$ cat src/rtl/text_console_pkg.sv
`default_nettype none
// ============================================================================
//  Module      : text_console_pkg
//  Description : Shared constants and state types for the text console
//                writer and its copy/fill engine.
//  Revision    : 1.0 - initial release
// ============================================================================
package text_console_pkg;

  // I/O register indices on the AVR bus
  localparam logic [1:0] REG_PUTC = 2'd0;
  localparam logic [1:0] REG_ATTR = 2'd1;
  localparam logic [1:0] REG_CURX = 2'd2;
  localparam logic [1:0] REG_CURY = 2'd3;

  // Control codes recognised by PUTC
  localparam logic [7:0] CC_BS = 8'h08;
  localparam logic [7:0] CC_LF = 8'h0A;
  localparam logic [7:0] CC_FF = 8'h0C;
  localparam logic [7:0] CC_CR = 8'h0D;

  // Console decode FSM
  typedef enum logic [2:0] {
    ST_IDLE        = 3'd0,
    ST_PUT_C       = 3'd1,
    ST_PUT_A       = 3'd2,
    ST_SCROLL_COPY = 3'd3,
    ST_SCROLL_FILL = 3'd4,
    ST_CLEAR       = 3'd5
  } con_state_t;

  // Copy/fill engine sequencing
  typedef enum logic [1:0] {
    BL_IDLE  = 2'd0,
    BL_SC_RD = 2'd1,
    BL_SC_WR = 2'd2,
    BL_FILL  = 2'd3
  } blit_state_t;

endpackage
`default_nettype wire

$ cat src/rtl/text_blit.sv
`default_nettype none
// ============================================================================
//  Module      : text_blit
//  Description : Copy/fill engine for text memory. Copy moves len bytes
//                from src to dst with one read and one write cycle per
//                byte; fill writes len bytes starting at dst with the fill
//                character on even bytes and the attribute on odd bytes.
//                A new start is accepted on the final cycle of a run so
//                back-to-back operations have no gap.
//  Revision    : 1.0 - initial release
// ============================================================================
module text_blit
  import text_console_pkg::*;
#(
  parameter int ADDR_W = 13
) (
  input  logic              clock,
  input  logic              reset,
  input  logic              start,
  input  logic              mode,        // 0 = copy, 1 = fill
  input  logic [ADDR_W-1:0] src,
  input  logic [ADDR_W-1:0] dst,
  input  logic [ADDR_W-1:0] len,         // must be non-zero
  input  logic [7:0]        fill_char,
  input  logic [7:0]        attr,
  input  logic [7:0]        mem_data_i,
  output logic              active,
  output logic              last,
  output logic              mem_wren,
  output logic [ADDR_W-1:0] mem_address,
  output logic [7:0]        mem_data_o
);

  localparam logic [ADDR_W-1:0] ADDR_ONE = ADDR_W'(1);

  blit_state_t       state;
  logic [ADDR_W-1:0] addr_r;
  logic [ADDR_W-1:0] src_ptr;
  logic [ADDR_W-1:0] dst_ptr;
  logic [ADDR_W-1:0] remaining;
  logic [7:0]        fill_data;
  logic [7:0]        char_r;
  logic [7:0]        attr_r;
  logic              wren_r;
  logic              accept;

  assign active      = (state != BL_IDLE);
  assign last        = ((state == BL_SC_WR) || (state == BL_FILL)) && (remaining == ADDR_ONE);
  assign accept      = start && ((state == BL_IDLE) || last);
  assign mem_wren    = wren_r;
  assign mem_address = addr_r;
  // Copy data comes straight from the RAM read port, which is valid in the
  // write cycle that follows the read address.
  assign mem_data_o  = (state == BL_SC_WR) ? mem_data_i : fill_data;

  // Engine sequencer: loads a run on start, then steps read/write or fill
  always_ff @(posedge clock or posedge reset) begin
    if (reset) begin
      state     <= BL_IDLE;
      addr_r    <= '0;
      src_ptr   <= '0;
      dst_ptr   <= '0;
      remaining <= '0;
      fill_data <= '0;
      char_r    <= '0;
      attr_r    <= '0;
      wren_r    <= 1'b0;
    end else if (accept) begin
      remaining <= len;
      char_r    <= fill_char;
      attr_r    <= attr;
      if (mode) begin
        state     <= BL_FILL;
        addr_r    <= dst;
        wren_r    <= 1'b1;
        fill_data <= dst[0] ? attr : fill_char;
      end else begin
        state   <= BL_SC_RD;
        addr_r  <= src;
        wren_r  <= 1'b0;
        src_ptr <= src + ADDR_ONE;
        dst_ptr <= dst;
      end
    end else begin
      case (state)
        BL_SC_RD: begin
          state   <= BL_SC_WR;
          addr_r  <= dst_ptr;
          wren_r  <= 1'b1;
          dst_ptr <= dst_ptr + ADDR_ONE;
        end
        BL_SC_WR: begin
          if (last) begin
            state  <= BL_IDLE;
            wren_r <= 1'b0;
          end else begin
            state     <= BL_SC_RD;
            addr_r    <= src_ptr;
            wren_r    <= 1'b0;
            src_ptr   <= src_ptr + ADDR_ONE;
            remaining <= remaining - ADDR_ONE;
          end
        end
        BL_FILL: begin
          if (last) begin
            state  <= BL_IDLE;
            wren_r <= 1'b0;
          end else begin
            addr_r    <= addr_r + ADDR_ONE;
            // next byte flips parity: even address is followed by an attr byte
            fill_data <= addr_r[0] ? char_r : attr_r;
            remaining <= remaining - ADDR_ONE;
          end
        end
        default: begin
          state  <= BL_IDLE;
          wren_r <= 1'b0;
        end
      endcase
    end
  end

endmodule
`default_nettype wire

$ cat src/rtl/text_console.sv
`default_nettype none
// ============================================================================
//  Module      : text_console
//  Description : CPU-side writer for the text video memory. Decodes byte
//                writes from the I/O bus into char/attr stores at the
//                cursor, handles CR/LF/BS/FF, line wrap, scroll-up and
//                screen clear, and exports the cursor position.
//  Revision    : 1.0 - initial release
// ============================================================================
module text_console
  import text_console_pkg::*;
#(
  parameter int         COLS      = 80,
  parameter int         ROWS      = 25,
  parameter int         ADDR_W    = 13,
  parameter logic [7:0] DEF_ATTR  = 8'h07,
  parameter logic [7:0] FILL_CHAR = 8'h20
) (
  input  logic              clock,
  input  logic              reset,
  input  logic [1:0]        io_addr,
  input  logic [7:0]        io_data,
  input  logic              io_we,
  output logic              busy,
  output logic [ADDR_W-1:0] mem_address,
  output logic [7:0]        mem_data_o,
  output logic              mem_wren,
  input  logic [7:0]        mem_data_i,
  output logic [6:0]        cursor_x,
  output logic [4:0]        cursor_y
);

  localparam logic [ADDR_W-1:0] ROW_BYTES    = ADDR_W'(2 * COLS);
  localparam logic [ADDR_W-1:0] COPY_BYTES   = ADDR_W'(2 * COLS * (ROWS - 1));
  localparam logic [ADDR_W-1:0] SCREEN_BYTES = ADDR_W'(2 * COLS * ROWS);
  localparam logic [ADDR_W-1:0] ADDR_ONE     = ADDR_W'(1);
  localparam logic [6:0]        LAST_X       = 7'(COLS - 1);
  localparam logic [4:0]        LAST_Y       = 5'(ROWS - 1);
  localparam logic [7:0]        COLS_B       = 8'(COLS);
  localparam logic [7:0]        ROWS_B       = 8'(ROWS);

  // Byte address of the char cell at (x,y); y*COLS is built from shifted
  // copies of y selected by the set bits of COLS (y<<6 + y<<4 for 80).
  function automatic logic [ADDR_W-1:0] cell_addr(input logic [6:0] x, input logic [4:0] y);
    logic [ADDR_W-1:0] acc;
    acc = '0;
    for (int b = 0; b < 8; b++) begin
      if (((COLS >> b) & 1) == 1) acc = acc + (ADDR_W'(y) << b);
    end
    acc = acc + ADDR_W'(x);
    return acc << 1;
  endfunction

  con_state_t        state;
  logic [7:0]        attr;
  logic              wr_r;
  logic [ADDR_W-1:0] addr_r;
  logic [7:0]        data_r;

  logic              accept_putc;
  logic              start_copy;
  logic              start_fill;
  logic              blit_start;
  logic [ADDR_W-1:0] blit_dst;
  logic [ADDR_W-1:0] blit_len;
  logic              blit_active;
  logic              blit_last;
  logic              blit_wren;
  logic [ADDR_W-1:0] blit_address;
  logic [7:0]        blit_data;

  // Engine launch: copy on a scroll request, fill for the vacated row or a
  // full clear; the row fill chains onto the last copy cycle.
  assign accept_putc = (state == ST_IDLE) && io_we && (io_addr == REG_PUTC);
  assign start_copy  = (accept_putc && (io_data == CC_LF) && (cursor_y == LAST_Y)) ||
                       ((state == ST_PUT_A) && (cursor_x == LAST_X) && (cursor_y == LAST_Y));
  assign start_fill  = (accept_putc && (io_data == CC_FF)) ||
                       ((state == ST_SCROLL_COPY) && blit_last);
  assign blit_start  = start_copy || start_fill;
  assign blit_dst    = (state == ST_SCROLL_COPY) ? COPY_BYTES : '0;
  assign blit_len    = start_copy ? COPY_BYTES :
                       ((state == ST_SCROLL_COPY) ? ROW_BYTES : SCREEN_BYTES);

  // The engine owns the memory port while it runs
  assign mem_wren    = blit_active ? blit_wren    : wr_r;
  assign mem_address = blit_active ? blit_address : addr_r;
  assign mem_data_o  = blit_active ? blit_data    : data_r;

  text_blit #(
    .ADDR_W (ADDR_W)
  ) u_blit (
    .clock       (clock),
    .reset       (reset),
    .start       (blit_start),
    .mode        (start_fill),
    .src         (ROW_BYTES),
    .dst         (blit_dst),
    .len         (blit_len),
    .fill_char   (FILL_CHAR),
    .attr        (attr),
    .mem_data_i  (mem_data_i),
    .active      (blit_active),
    .last        (blit_last),
    .mem_wren    (blit_wren),
    .mem_address (blit_address),
    .mem_data_o  (blit_data)
  );

  // Decode FSM: register writes, cursor movement, char/attr stores
  always_ff @(posedge clock or posedge reset) begin
    if (reset) begin
      state    <= ST_IDLE;
      busy     <= 1'b0;
      cursor_x <= '0;
      cursor_y <= '0;
      attr     <= DEF_ATTR;
      wr_r     <= 1'b0;
      addr_r   <= '0;
      data_r   <= '0;
    end else begin
      case (state)
        ST_IDLE: begin
          if (io_we) begin
            case (io_addr)
              REG_ATTR: attr <= io_data;
              REG_CURX: cursor_x <= (io_data >= COLS_B) ? LAST_X : io_data[6:0];
              REG_CURY: cursor_y <= (io_data >= ROWS_B) ? LAST_Y : io_data[4:0];
              default: begin
                case (io_data)
                  CC_CR: cursor_x <= '0;
                  CC_LF: begin
                    cursor_x <= '0;
                    if (cursor_y == LAST_Y) begin
                      state <= ST_SCROLL_COPY;
                      busy  <= 1'b1;
                    end else begin
                      cursor_y <= cursor_y + 5'd1;
                    end
                  end
                  CC_BS: begin
                    if (cursor_x != 7'd0) cursor_x <= cursor_x - 7'd1;
                  end
                  CC_FF: begin
                    state <= ST_CLEAR;
                    busy  <= 1'b1;
                  end
                  default: begin
                    state  <= ST_PUT_C;
                    busy   <= 1'b1;
                    wr_r   <= 1'b1;
                    addr_r <= cell_addr(cursor_x, cursor_y);
                    data_r <= io_data;
                  end
                endcase
              end
            endcase
          end
        end
        ST_PUT_C: begin
          state  <= ST_PUT_A;
          addr_r <= addr_r + ADDR_ONE;
          data_r <= attr;
        end
        ST_PUT_A: begin
          wr_r <= 1'b0;
          if (cursor_x == LAST_X) begin
            cursor_x <= '0;
            if (cursor_y == LAST_Y) begin
              state <= ST_SCROLL_COPY;
            end else begin
              cursor_y <= cursor_y + 5'd1;
              state    <= ST_IDLE;
              busy     <= 1'b0;
            end
          end else begin
            cursor_x <= cursor_x + 7'd1;
            state    <= ST_IDLE;
            busy     <= 1'b0;
          end
        end
        ST_SCROLL_COPY: begin
          if (blit_last) state <= ST_SCROLL_FILL;
        end
        ST_SCROLL_FILL: begin
          if (blit_last) begin
            state <= ST_IDLE;
            busy  <= 1'b0;
          end
        end
        ST_CLEAR: begin
          if (blit_last) begin
            state    <= ST_IDLE;
            busy     <= 1'b0;
            cursor_x <= '0;
            cursor_y <= '0;
          end
        end
        default: begin
          state <= ST_IDLE;
          busy  <= 1'b0;
          wr_r  <= 1'b0;
        end
      endcase
    end
  end

endmodule
`default_nettype wire
$ cat config.mk
export PLATFORM = sky130hd
export DESIGN_NAME = text_console
export DESIGN_NICKNAME = d
export VERILOG_FILES = /design/src/rtl/text_console_pkg.sv /design/src/rtl/text_blit.sv /design/src/rtl/text_console.sv
export SDC_FILE = /design/constraint.sdc
export NUM_CORES = 1
export LEC_CHECK = 0
export ABC_AREA = 0
export BUFFER_PORTS_ARGS = -buffer_cell sky130_fd_sc_hd__buf_4
export CORE_UTILIZATION = 40
export CTS_BUF_LIST = sky130_fd_sc_hd__clkbuf_8
export DETAILED_ROUTE_END_ITERATION = 6
export SYNTH_ARGS = -nofsm -noshare
export SYNTH_HDL_FRONTEND = slang
export SYNTH_SLANG_ARGS = --single-unit
$ cat constraint.sdc
create_clock -name clock -period 3.6 [get_ports clock]
set_input_delay 0.18 -clock clock [delete_from_list [all_inputs] [get_ports clock]]
set_output_delay 0.18 -clock clock [all_outputs]
set_load 0.005 [all_outputs]
==> impl_metrics.toml, run 1 <==
[outcome]
outcome = "finished, final reports clean"

[setup_path]
timing.critical_path.slowest_cell_delay_ps = 760
worstSetupStartpointType = "register"
ff2ff_setup_slack_ps = 720
timing.setup.critical_path_class = "register to register"
reg2reg_to = "u_blit.fill_data[2]$_DFFE_PP0P_"
timing.reg2reg.worst_path_depth = 6
required_ps = 3920
worst-path-max-fanout = 19
arrival_ps = 3200
worst_path_max_delay_cell = "sky130_fd_sc_hd__nor4_1"
timing.critical_path.to_type = "register"
cp-endpoint = "u_blit.fill_data[2]$_DFFE_PP0P_"
critPathLaunch = "state[0]$_DFFE_PP0P_"
crit_chain = "or3b_1 > nor4_1 > o31a_2 > buf_4 > nor3_4 > a22o_1"
crit-reg2reg-launch = "state[0]$_DFFE_PP0P_"

[layout]
diodes = 0
drive_above_1_share = 0.162
layout.cells.most_common_list = "sky130_fd_sc_hd__dfrtp_1, sky130_fd_sc_hd__nand2_1, sky130_fd_sc_hd__o21ai_0"
syn_to_final_growth_pct = 15.3
count_of_non_filler_cells_in_the_finished_layout = 1160
finish.net_count = 962
fillers = 1788
layout_commonest_cell = "sky130_fd_sc_hd__dfrtp_1"

[floorplanning]
coreArea_sq_um = 18300
floorplan.initialDensity = 0.414
die_h_um = 140
rows = 49
die_width_um = 140
design.portCount = 56
full_die_area_sq_um = 19500

[synth]
synth_area_sq_um = 7570
synth_ff_type = "sky130_fd_sc_hd__dfrtp_1"
synth-seq-area-share = 0.387
synthesis.area_per_instance_sq_um = 8.70
synth_edf_count = 0
number_of_instances_in_the_synthesized_netlist = 870
yosys_warnings = 0
synthesis.nets = 914
async_s_r_ff_share_synth = 1.00
ys_seq_elements = 117
synth.lib_cells_used.distinct = 82

[detailed_routing]
vias_per_cell = 5.89
route.antenna.remaining_nets = 0
drt_pass1_iterations = 6
route.vias.total = 6837
first_iter_violations = 482
route.final.wire_length_um = 21000
wl_per_cell_um = 18.1
remaining_drc_errors = 0

[timing]
maxSlewViolCount = 0
final.min_clock_period_ps = 2880
tightestPinTransition_ps = 932
timing.final.crit_share = 0.801
final-hold-violation-count = 0
report.final.setup_viol = 0
fmax_ghz = 0.347
grt_setup_unrepaired = "no"
setup_total_negative_slack_ps = 0
final_layout_worst_hold_slack_ps = 32.4
skew_ps = 16.5
slew-limit-headroom = 0.377

[place]
globalplace.congestion = 0.913
numPlacedInstances = 1126
place.detailed.hpwl_um = 15000
placement.io_buffers = 55

[clock_tree]
clk_latency_ps = 440
h-tree-depth = 4
cts_num_sinks = 117
tritoncts = "yes"
tritoncts.num_buffers = 17
cts-root-to-sink-buffers = 2
root_buffer = "sky130_fd_sc_hd__clkbuf_8"
worst_setup_hold_path_clk_slew_ps = 70

[grt]
gr-usage-all-layers = 0.223
grt_overflow_total = 0
antenna_found_initial = 0
first_global_vias = 6466
first_pass_grt_wire_length_um = 34300
maximum_number_of_pins_on_one_net_before_global_route_repair = 63

[pwr]
pwr_density_cell_nw_per_um2 = 589
power.leakage_nw = 3.65
vdd_ir_max_mv = 0.347

[hold_path]
holdCritPathClass = "input pin to register"

[job]
timing.max_cap.violations = 0
-- final cells by class --
cell class	count	area (sq um)	share of cell area
multi-input cells	677	4330	0.496
flip-flops and latches	117	2930	0.336
repair buffers	75	581	0.0665
well taps	229	287	0.0328
clock buffers	20	275	0.0315
clock inverters	12	209	0.0239
inverters	30	115	0.0132
-- cells by family (layout without fill, tap and decap cells) --
family	Yosys count	count (layout)	synth area share
AOI/OAI and AO/OA	267	267	0.228
xor gates and xnor gates	31	31	0.0359
adders and majority gates	23	23	0.0400
buffers and inverters	76	137	0.0408
DFF	117	117	0.387
muxes	40	40	0.0562
and+or+nand+nor	316	316	0.212
-- critical path: cells and delay by family, from the launching register on --
kind	cells	cell delay, ps
and+or+nand+nor	3	1420
DFF	1	550
AOI/OAI and AO/OA	2	520
buffers and inverters	1	280
-- synthesized netlist by cell type, types with 3 or more instances --
| master | n | share of area |
|---|---|---|
| sky130_fd_sc_hd__dfrtp_1 | 114 | 0.38 |
| sky130_fd_sc_hd__nor2b_1 | 10 | 0.0083 |
| sky130_fd_sc_hd__nand2_1 | 105 | 0.052 |
| sky130_fd_sc_hd__nand3_1 | 28 | 0.019 |
| sky130_fd_sc_hd__o31ai_1 | 6 | 0.0060 |
| sky130_fd_sc_hd__dfstp_2 | 3 | 0.010 |
| sky130_fd_sc_hd__inv_1 | 28 | 0.014 |
| sky130_fd_sc_hd__xor2_1 | 17 | 0.020 |
| sky130_fd_sc_hd__nor4_1 | 5 | 0.0041 |
| sky130_fd_sc_hd__ha_1 | 21 | 0.035 |
| sky130_fd_sc_hd__nand4_1 | 9 | 0.0074 |
| sky130_fd_sc_hd__nor3b_1 | 6 | 0.0060 |
| sky130_fd_sc_hd__o221ai_1 | 5 | 0.0058 |
| sky130_fd_sc_hd__a41oi_1 | 3 | 0.0035 |
| sky130_fd_sc_hd__and2_1 | 9 | 0.0074 |
| sky130_fd_sc_hd__o22a_1 | 5 | 0.0058 |
| sky130_fd_sc_hd__buf_1 | 5 | 0.0025 |
| sky130_fd_sc_hd__o22ai_1 | 8 | 0.0066 |
| sky130_fd_sc_hd__nor3_1 | 18 | 0.012 |
| sky130_fd_sc_hd__buf_2 | 7 | 0.0046 |
| sky130_fd_sc_hd__nor4b_1 | 5 | 0.0058 |
| sky130_fd_sc_hd__a211oi_1 | 7 | 0.0069 |
| sky130_fd_sc_hd__and3_1 | 15 | 0.012 |
| sky130_fd_sc_hd__a21oi_1 | 51 | 0.034 |
| sky130_fd_sc_hd__or3_1 | 5 | 0.0041 |
| sky130_fd_sc_hd__nor2_1 | 68 | 0.034 |
| sky130_fd_sc_hd__o21ai_0 | 94 | 0.062 |
| sky130_fd_sc_hd__xnor2_1 | 14 | 0.016 |
| sky130_fd_sc_hd__a31oi_1 | 16 | 0.013 |
| sky130_fd_sc_hd__a2bb2oi_1 | 5 | 0.0058 |
| sky130_fd_sc_hd__or4_1 | 4 | 0.0040 |
| sky130_fd_sc_hd__clkbuf_1 | 31 | 0.015 |
| sky130_fd_sc_hd__o21ai_1 | 4 | 0.0026 |
| sky130_fd_sc_hd__a21o_1 | 10 | 0.0099 |
| sky130_fd_sc_hd__a22oi_1 | 5 | 0.0050 |
| sky130_fd_sc_hd__and4b_1 | 3 | 0.0040 |
| sky130_fd_sc_hd__a22o_1 | 15 | 0.017 |
| sky130_fd_sc_hd__or2_2 | 4 | 0.0033 |
| sky130_fd_sc_hd__a32o_1 | 3 | 0.0040 |
| sky130_fd_sc_hd__nand2b_1 | 3 | 0.0025 |
| sky130_fd_sc_hd__mux2i_1 | 20 | 0.026 |
| sky130_fd_sc_hd__o211ai_1 | 5 | 0.0050 |
| sky130_fd_sc_hd__mux2_2 | 20 | 0.030 |
-- report_power, final --
part           total, mW  internal [mW]  switching (mW)
Sequential          1.91           1.56           0.347
Combinational       1.74          0.758           0.977
Clock               1.50          0.941           0.556
Total               5.14           3.26            1.88
-- timing repair --
action	in CTS	in global routing
buffers inserted	0	0
gates resized for setup	0	0
hold endpoints to repair	54	1
hold buffers	1	1
-- state kept, by name, summed over array words and instances, names as in the netlist --
register            cells
addr_r                 13
u_blit.dst_ptr         13
u_blit.mem_address     13
u_blit.remaining       13
u_blit.src_ptr         13
attr                    8
data_r                  8
u_blit.attr_r           8
u_blit.fill_data        8
cursor_x                7
cursor_y                5
state                   3
busy                    1
u_blit.char_r           1
u_blit.mem_wren         1
u_blit.state            1
wr_r                    1
-- through the flow --
step / setup slack [ps] / total power [mW] / cell area, sq um / util
after global placement: 810 / 3.63 / 8220 / 0.450
after floorplan: 324 / 3.08 / 7570 / -
after detailed placement: 746 / 3.64 / 8220 / 0.450
after CTS: 704 / 5.15 / 8720 / 0.477
final: 718 / 5.14 / 8730 / 0.478
after global routing: 610 / 5.47 / 8730 / 0.478
-- worst min-delay path by stage --
| stage | to | depth (start not counted) | startpoint |
|---|---|---|---|
| 3_3_place_gp | addr_r[11]$_DFFE_PP0P_ | 2 | reset |
| 6_report | attr[5]$_DFFE_PP0P_ | 2 | io_data[5] |
| 2_1_floorplan | attr[3]$_DFFE_PP0P_ | 1 | io_data[3] |
| 4_1_cts | attr[6]$_DFFE_PP0P_ | 2 | io_data[6] |
| 3_5_place_dp | addr_r[11]$_DFFE_PP0P_ | 2 | reset |
| 5_1_grt | attr[5]$_DFFE_PP0P_ | 2 | io_data[5] |
-- metal layers --
metal	GRT usage	vias to the layer above	routed length [um]
met2	0.343	196	9310
met3	0.0454	22	1080
met5	0	-	0
met4	0.0613	0	311
met1	0.317	3340	10300
li1	-	3279	-
Power figures use the tool's default switching activity.
==> run 2, diff against run 1 <==
Clock period 3.6 ns to 3 ns, I/O delays scaled along.
==> run 2 against run 1 <==
Against the previous run:
- sequential share of layout area decreased by 0.51 points
- via count fell by 0.64%
- cell count up 2.1%
- non-clock buffer count up 24
- fmax increased by 7.1%
- die area unchanged
- register-to-register slack worse by 410 ps
- core utilization up 0.74 points
- highest routed layer unchanged
- clock-buffer cell count decreased by 3
==> impl_metrics.toml, run 2 (same netlist as run 1, synthesis figures left out) <==
[outcome]
outcome = "finished, final reports clean"

[place]
dpl_worst_slack_ps = 318
place.detailed.hpwl_um = 15100
placement.io_buffers = 55
globalplace.congestion = 0.892

[clock_tree]
cts-root-to-sink-buffers = 2
root_buffer = "sky130_fd_sc_hd__clkbuf_8"
clk_latency_ps = 460
tritoncts = "yes"
cts_num_sinks = 117
tritoncts.num_buffers = 17
worst_setup_hold_path_clk_slew_ps = 80
postCtsResizedCells = 0
ctsHoldBuffers = 6
h-tree-depth = 4
post_cts_setup_inserts = 0

[setup_path]
worst-path-max-fanout = 11
worst_path_max_delay_cell = "sky130_fd_sc_hd__or4b_1"
timing.critical_path.to_type = "register"
crit_chain = "inv_1 > ha_1 > or4b_1 > or4_4 > nand4_1 > nand3_2 > nor3_4 > a22o_1"
required_ps = 3390
timing.critical_path.slowest_cell_delay_ps = 560
worstSetupStartpointType = "register"
crit_family = "simple AND/OR/NAND/NOR gates"
arrival_ps = 3080
cp.buffers_inverters = 1
timing.setup.critical_path_class = "register to register"

[timing]
fin_ws_ps = 309
timing.final.crit_share = 0.897
final-hold-violation-count = 0
setup_total_negative_slack_ps = 0
skew_ps = 20.3
fmax_ghz = 0.372
report.final.setup_viol = 0
grt_setup_unrepaired = "no"
final.min_clock_period_ps = 2690
slew-limit-headroom = 0.338
maxSlewViolCount = 0
tightestPinTransition_ps = 991

[detailed_routing]
route.final.wire_length_um = 20900
route.vias.total = 6793
route.antenna.remaining_nets = 0
remaining_drc_errors = 0
vias_per_cell = 5.74
drt_pass1_iterations = 5
first_iter_violations = 437
wl_per_cell_um = 17.7

[floorplanning]
coreArea_sq_um = 18300
floorplan.initialDensity = 0.414
die_width_um = 140
die_h_um = 140
rows = 49
full_die_area_sq_um = 19500
design.portCount = 56

[grt]
first_pass_grt_wire_length_um = 34500
gr-usage-all-layers = 0.224
maximum_number_of_pins_on_one_net_before_global_route_repair = 41
first_global_vias = 6612
antenna_found_initial = 0
grt_overflow_total = 0

[layout]
drive_above_1_share = 0.181
layout_commonest_cell = "sky130_fd_sc_hd__dfrtp_1"
diodes = 0
syn_to_final_growth_pct = 17.1
finish.net_count = 986
layout.cells.most_common_list = "sky130_fd_sc_hd__dfrtp_1, sky130_fd_sc_hd__nand2_1, sky130_fd_sc_hd__o21ai_0"
fin_util = 0.485

[pwr]
vdd_ir_max_mv = 0.453
pwr_density_cell_nw_per_um2 = 678
power.leakage_nw = 3.71

[job]
timing.max_cap.violations = 0

[hold_path]
holdCritPathClass = "input pin to register"
==> run 2: cell types whose count changed in the layout (fill, tap and decap cells not counted), moves of 2 or more <==
cell                            before  now
sky130_fd_sc_hd__buf_4              72   91
sky130_fd_sc_hd__clkinvlp_4          1    5
sky130_fd_sc_hd__bufinv_16           6    3
sky130_fd_sc_hd__clkinv_4            0    3
sky130_fd_sc_hd__clkbuf_8           20   17
sky130_fd_sc_hd__inv_6               0    3
sky130_fd_sc_hd__inv_1              30   28
sky130_fd_sc_hd__dlygate4sd3_1       2    6
==> run 2: final timing paths <==
path	from	end	slack [ps]	cells past startpoint
hold reg to reg	u_blit.char_r[5]$_DFFE_PP0N_	u_blit.char_r[5]$_DFFE_PP0N_	470	1
setup / recovery	u_blit.remaining[1]$_DFFE_PP0P_	u_blit.fill_data[2]$_DFFE_PP0P_	310	8
max in group asynchronous	reset	attr[1]$_DFFE_PP1P_	1780	4
hold / removal	io_data[0]	attr[0]$_DFFE_PP1P_	50	2
setup reg to reg	u_blit.remaining[1]$_DFFE_PP0P_	u_blit.fill_data[2]$_DFFE_PP0P_	310	8
min in group asynchronous	reset	addr_r[11]$_DFFE_PP0P_	470	3
==> run 2: layout make-up <==
cell class              count  area [sq um]
fillers                  1784          9410
flip-flops and latches    117          2930
multi-input cells         677          4330
well taps                 229           287
clock inverters            15           181
clock buffers              17           234
repair buffers             99           783
inverters                  30           116
==> run 2: report_power, final <==
part           internal, mW  leakage, nW  switching [mW]
combinational          1.00         2.12            1.26
clock                 0.826        0.200           0.724
sequential             1.87         1.39           0.326
==> run 2: through the flow <==
stage               cells  total power [mW]  instance area [sq um]  hold WS [ps]
floorplan             870              3.69                   7570           302
global placement     1146              4.44                   8390           414
detailed placement   1146              4.47                   8390           424
CTS                  1184              6.04                   8860          21.3
global route         1184              6.41                   8860          45.2
finish               1184              6.01                   8860          53.3
==> run 2: per-layer routing <==
metal | share of wire | GRT usage | vias up | wire length (um)
met2 | 0.44 | 0.346 | 186 | 9290
met3 | 0.047 | 0.0451 | 23 | 987
li1 | - | - | 3316 | -
met5 | 0 | 0 | - | 0
met4 | 0.014 | 0.0746 | 0 | 302
met1 | 0.49 | 0.313 | 3268 | 10300
==> run 3, diff against run 2 <==
Settings changed: CORE_ASPECT_RATIO set to 1.1, CORE_UTILIZATION 40 to 59, PLACE_DENSITY set to 0.78, TNS_END_PERCENT set to 10.
==> run 3 against run 2 <==
Against the previous run:
- critical path depth is the same
- cell area shrank 1.3%
- combinational power shrank 2%
- highest routed layer unchanged
- fmax shrank 1.9%
- clock power grew 10%
- cell count shrank 6.8%
- clock skew shrank 7.3 ps
- register-to-register slack lost 50 ps
- power grew 2.4%
==> impl_metrics.toml, run 3 (same netlist as run 1, synthesis figures left out) <==
[floorplanning]
die_h_um = 121
design.portCount = 56
coreArea_sq_um = 12500
floorplan.initialDensity = 0.604
full_die_area_sq_um = 13300
die_width_um = 110
rows = 43

[detailed_routing]
route.vias.total = 7177
route.antenna.remaining_nets = 0
drt_pass1_iterations = 5
first_iter_violations = 505
vias_per_cell = 6.50
route.final.wire_length_um = 20900
wl_per_cell_um = 19.0
remaining_drc_errors = 0

[place]
placed_cell_area_sq_um = 8240
placement.io_buffers = 55
globalplace.congestion = 0.975
place.detailed.hpwl_um = 15000
numPlacedInstances = 1068

[grt]
maximum_number_of_pins_on_one_net_before_global_route_repair = 58
antenna_found_initial = 0
first_global_vias = 6845
grt_overflow_total = 0
gr-usage-all-layers = 0.331
first_pass_grt_wire_length_um = 33900

[setup_path]
timing.setup.critical_path_class = "register to register"
worstSetupStartpointType = "register"
worst-path-max-fanout = 11
arrival_ps = 3130
required_ps = 3380
timing.critical_path.to_type = "register"

[layout]
count_of_non_filler_cells_in_the_finished_layout = 1104
finish.net_count = 978
diodes = 0
drive_above_1_share = 0.177
layout.cells.most_common_list = "sky130_fd_sc_hd__dfrtp_1, sky130_fd_sc_hd__nand2_1, sky130_fd_sc_hd__o21ai_0"
fin_area_sq_um = 8740
fin_util = 0.698
syn_to_final_growth_pct = 15.6
layout_commonest_cell = "sky130_fd_sc_hd__dfrtp_1"

[clock_tree]
post_cts_setup_inserts = 0
postCtsResizedCells = 0
worst_setup_hold_path_clk_slew_ps = 80
h-tree-depth = 4
clk_latency_ps = 450
cts-root-to-sink-buffers = 2
tritoncts = "yes"
cts_num_sinks = 117
root_buffer = "sky130_fd_sc_hd__clkbuf_8"
tritoncts.num_buffers = 17

[timing]
grt_setup_unrepaired = "no"
final-hold-violation-count = 0
final.min_clock_period_ps = 2740
maxSlewViolCount = 0
slew-limit-headroom = 0.352
tightestPinTransition_ps = 969
report.final.setup_viol = 0
timing.final.crit_share = 0.914
setup_total_negative_slack_ps = 0
skew_ps = 13.0
fmax_ghz = 0.365

[pwr]
vdd_ir_max_mv = 0.565
power.leakage_nw = 3.70
pwr_density_cell_nw_per_um2 = 704

[hold_path]
holdCritPathClass = "input pin to register"

[outcome]
outcome = "finished, final reports clean"

[job]
timing.max_cap.violations = 0
[run 3: cell types whose count changed in the layout (fill, tap and decap cells not counted), sizes merged]
cell | before | now
buf | 93 | 87
bufinv | 3 | 5
clkinv | 5 | 7
clkinvlp | 5 | 4
dlygate4sd3 | 6 | 4
inv | 32 | 29
[run 3: metal layers]
metal | track usage | share of wire | up-vias | wire length, um
met4 | 0.126 | 0.022 | 0 | 454
li1 | - | - | 3302 | -
met1 | 0.437 | 0.41 | 3469 | 8600
met3 | 0.0701 | 0.079 | 56 | 1650
met5 | 0 | 0 | - | 0
met2 | 0.528 | 0.49 | 350 | 10200
[run 3: final timing paths]
path / from / endpoint / slack (ps) / depth (start not counted)
setup / recovery: u_blit.remaining[1]$_DFFE_PP0P_ / u_blit.fill_data[3]$_DFFE_PP0P_ / 260 / 8
hold / removal: io_data[3] / attr[3]$_DFFE_PP0P_ / 30 / 2
setup reg to reg: u_blit.remaining[1]$_DFFE_PP0P_ / u_blit.fill_data[3]$_DFFE_PP0P_ / 260 / 8
hold reg to reg: u_blit.char_r[5]$_DFFE_PP0N_ / u_blit.char_r[5]$_DFFE_PP0N_ / 480 / 1
max in group asynchronous: reset / attr[0]$_DFFE_PP1P_ / 1690 / 4
min in group asynchronous: reset / u_blit.mem_address[0]$_DFFE_PP0P_ / 470 / 3
[run 3: stage by stage]
step | hold WS (ps) | power [mW] | worst slack (ps)
after CTS | 2.36 | 6.12 | 248
after floorplan | 302 | 3.69 | 603
after detailed placement | 424 | 4.40 | 264
after global placement | 404 | 4.32 | 400
after global routing | 15.0 | 6.50 | 120
final | 35.0 | 6.15 | 257
[run 3: repair_timing]
item	in CTS	in global routing
hold endpoints to repair	45	0
setup endpoints to repair	0	0
hold buffers	4	0
[run 3: worst max-delay path, stage by stage (launching register included)]
cell and delay (ps):
sky130_fd_sc_hd__dfrtp_1 390, sky130_fd_sc_hd__inv_1 100, sky130_fd_sc_hd__ha_1 160, sky130_fd_sc_hd__or4b_1 570, sky130_fd_sc_hd__or4_4 560, sky130_fd_sc_hd__nand4_1 120
sky130_fd_sc_hd__nand3_2 240, sky130_fd_sc_hd__nor3_4 340, sky130_fd_sc_hd__a22o_1 190
[run 3: area by class of cell]
type,count,area [sq um]
clock buffer,17,234
clock inverter,15,230
fill,980,3790
inverter,30,116
multi-input combinational,677,4330
sequential,117,2930
tap,157,196
timing repair buffer,91,706
[run 3: report_power, final]
group          internal (mW)  switching (mW)
registers               1.87           0.368
logic                  0.960            1.25
clock network          0.994           0.714
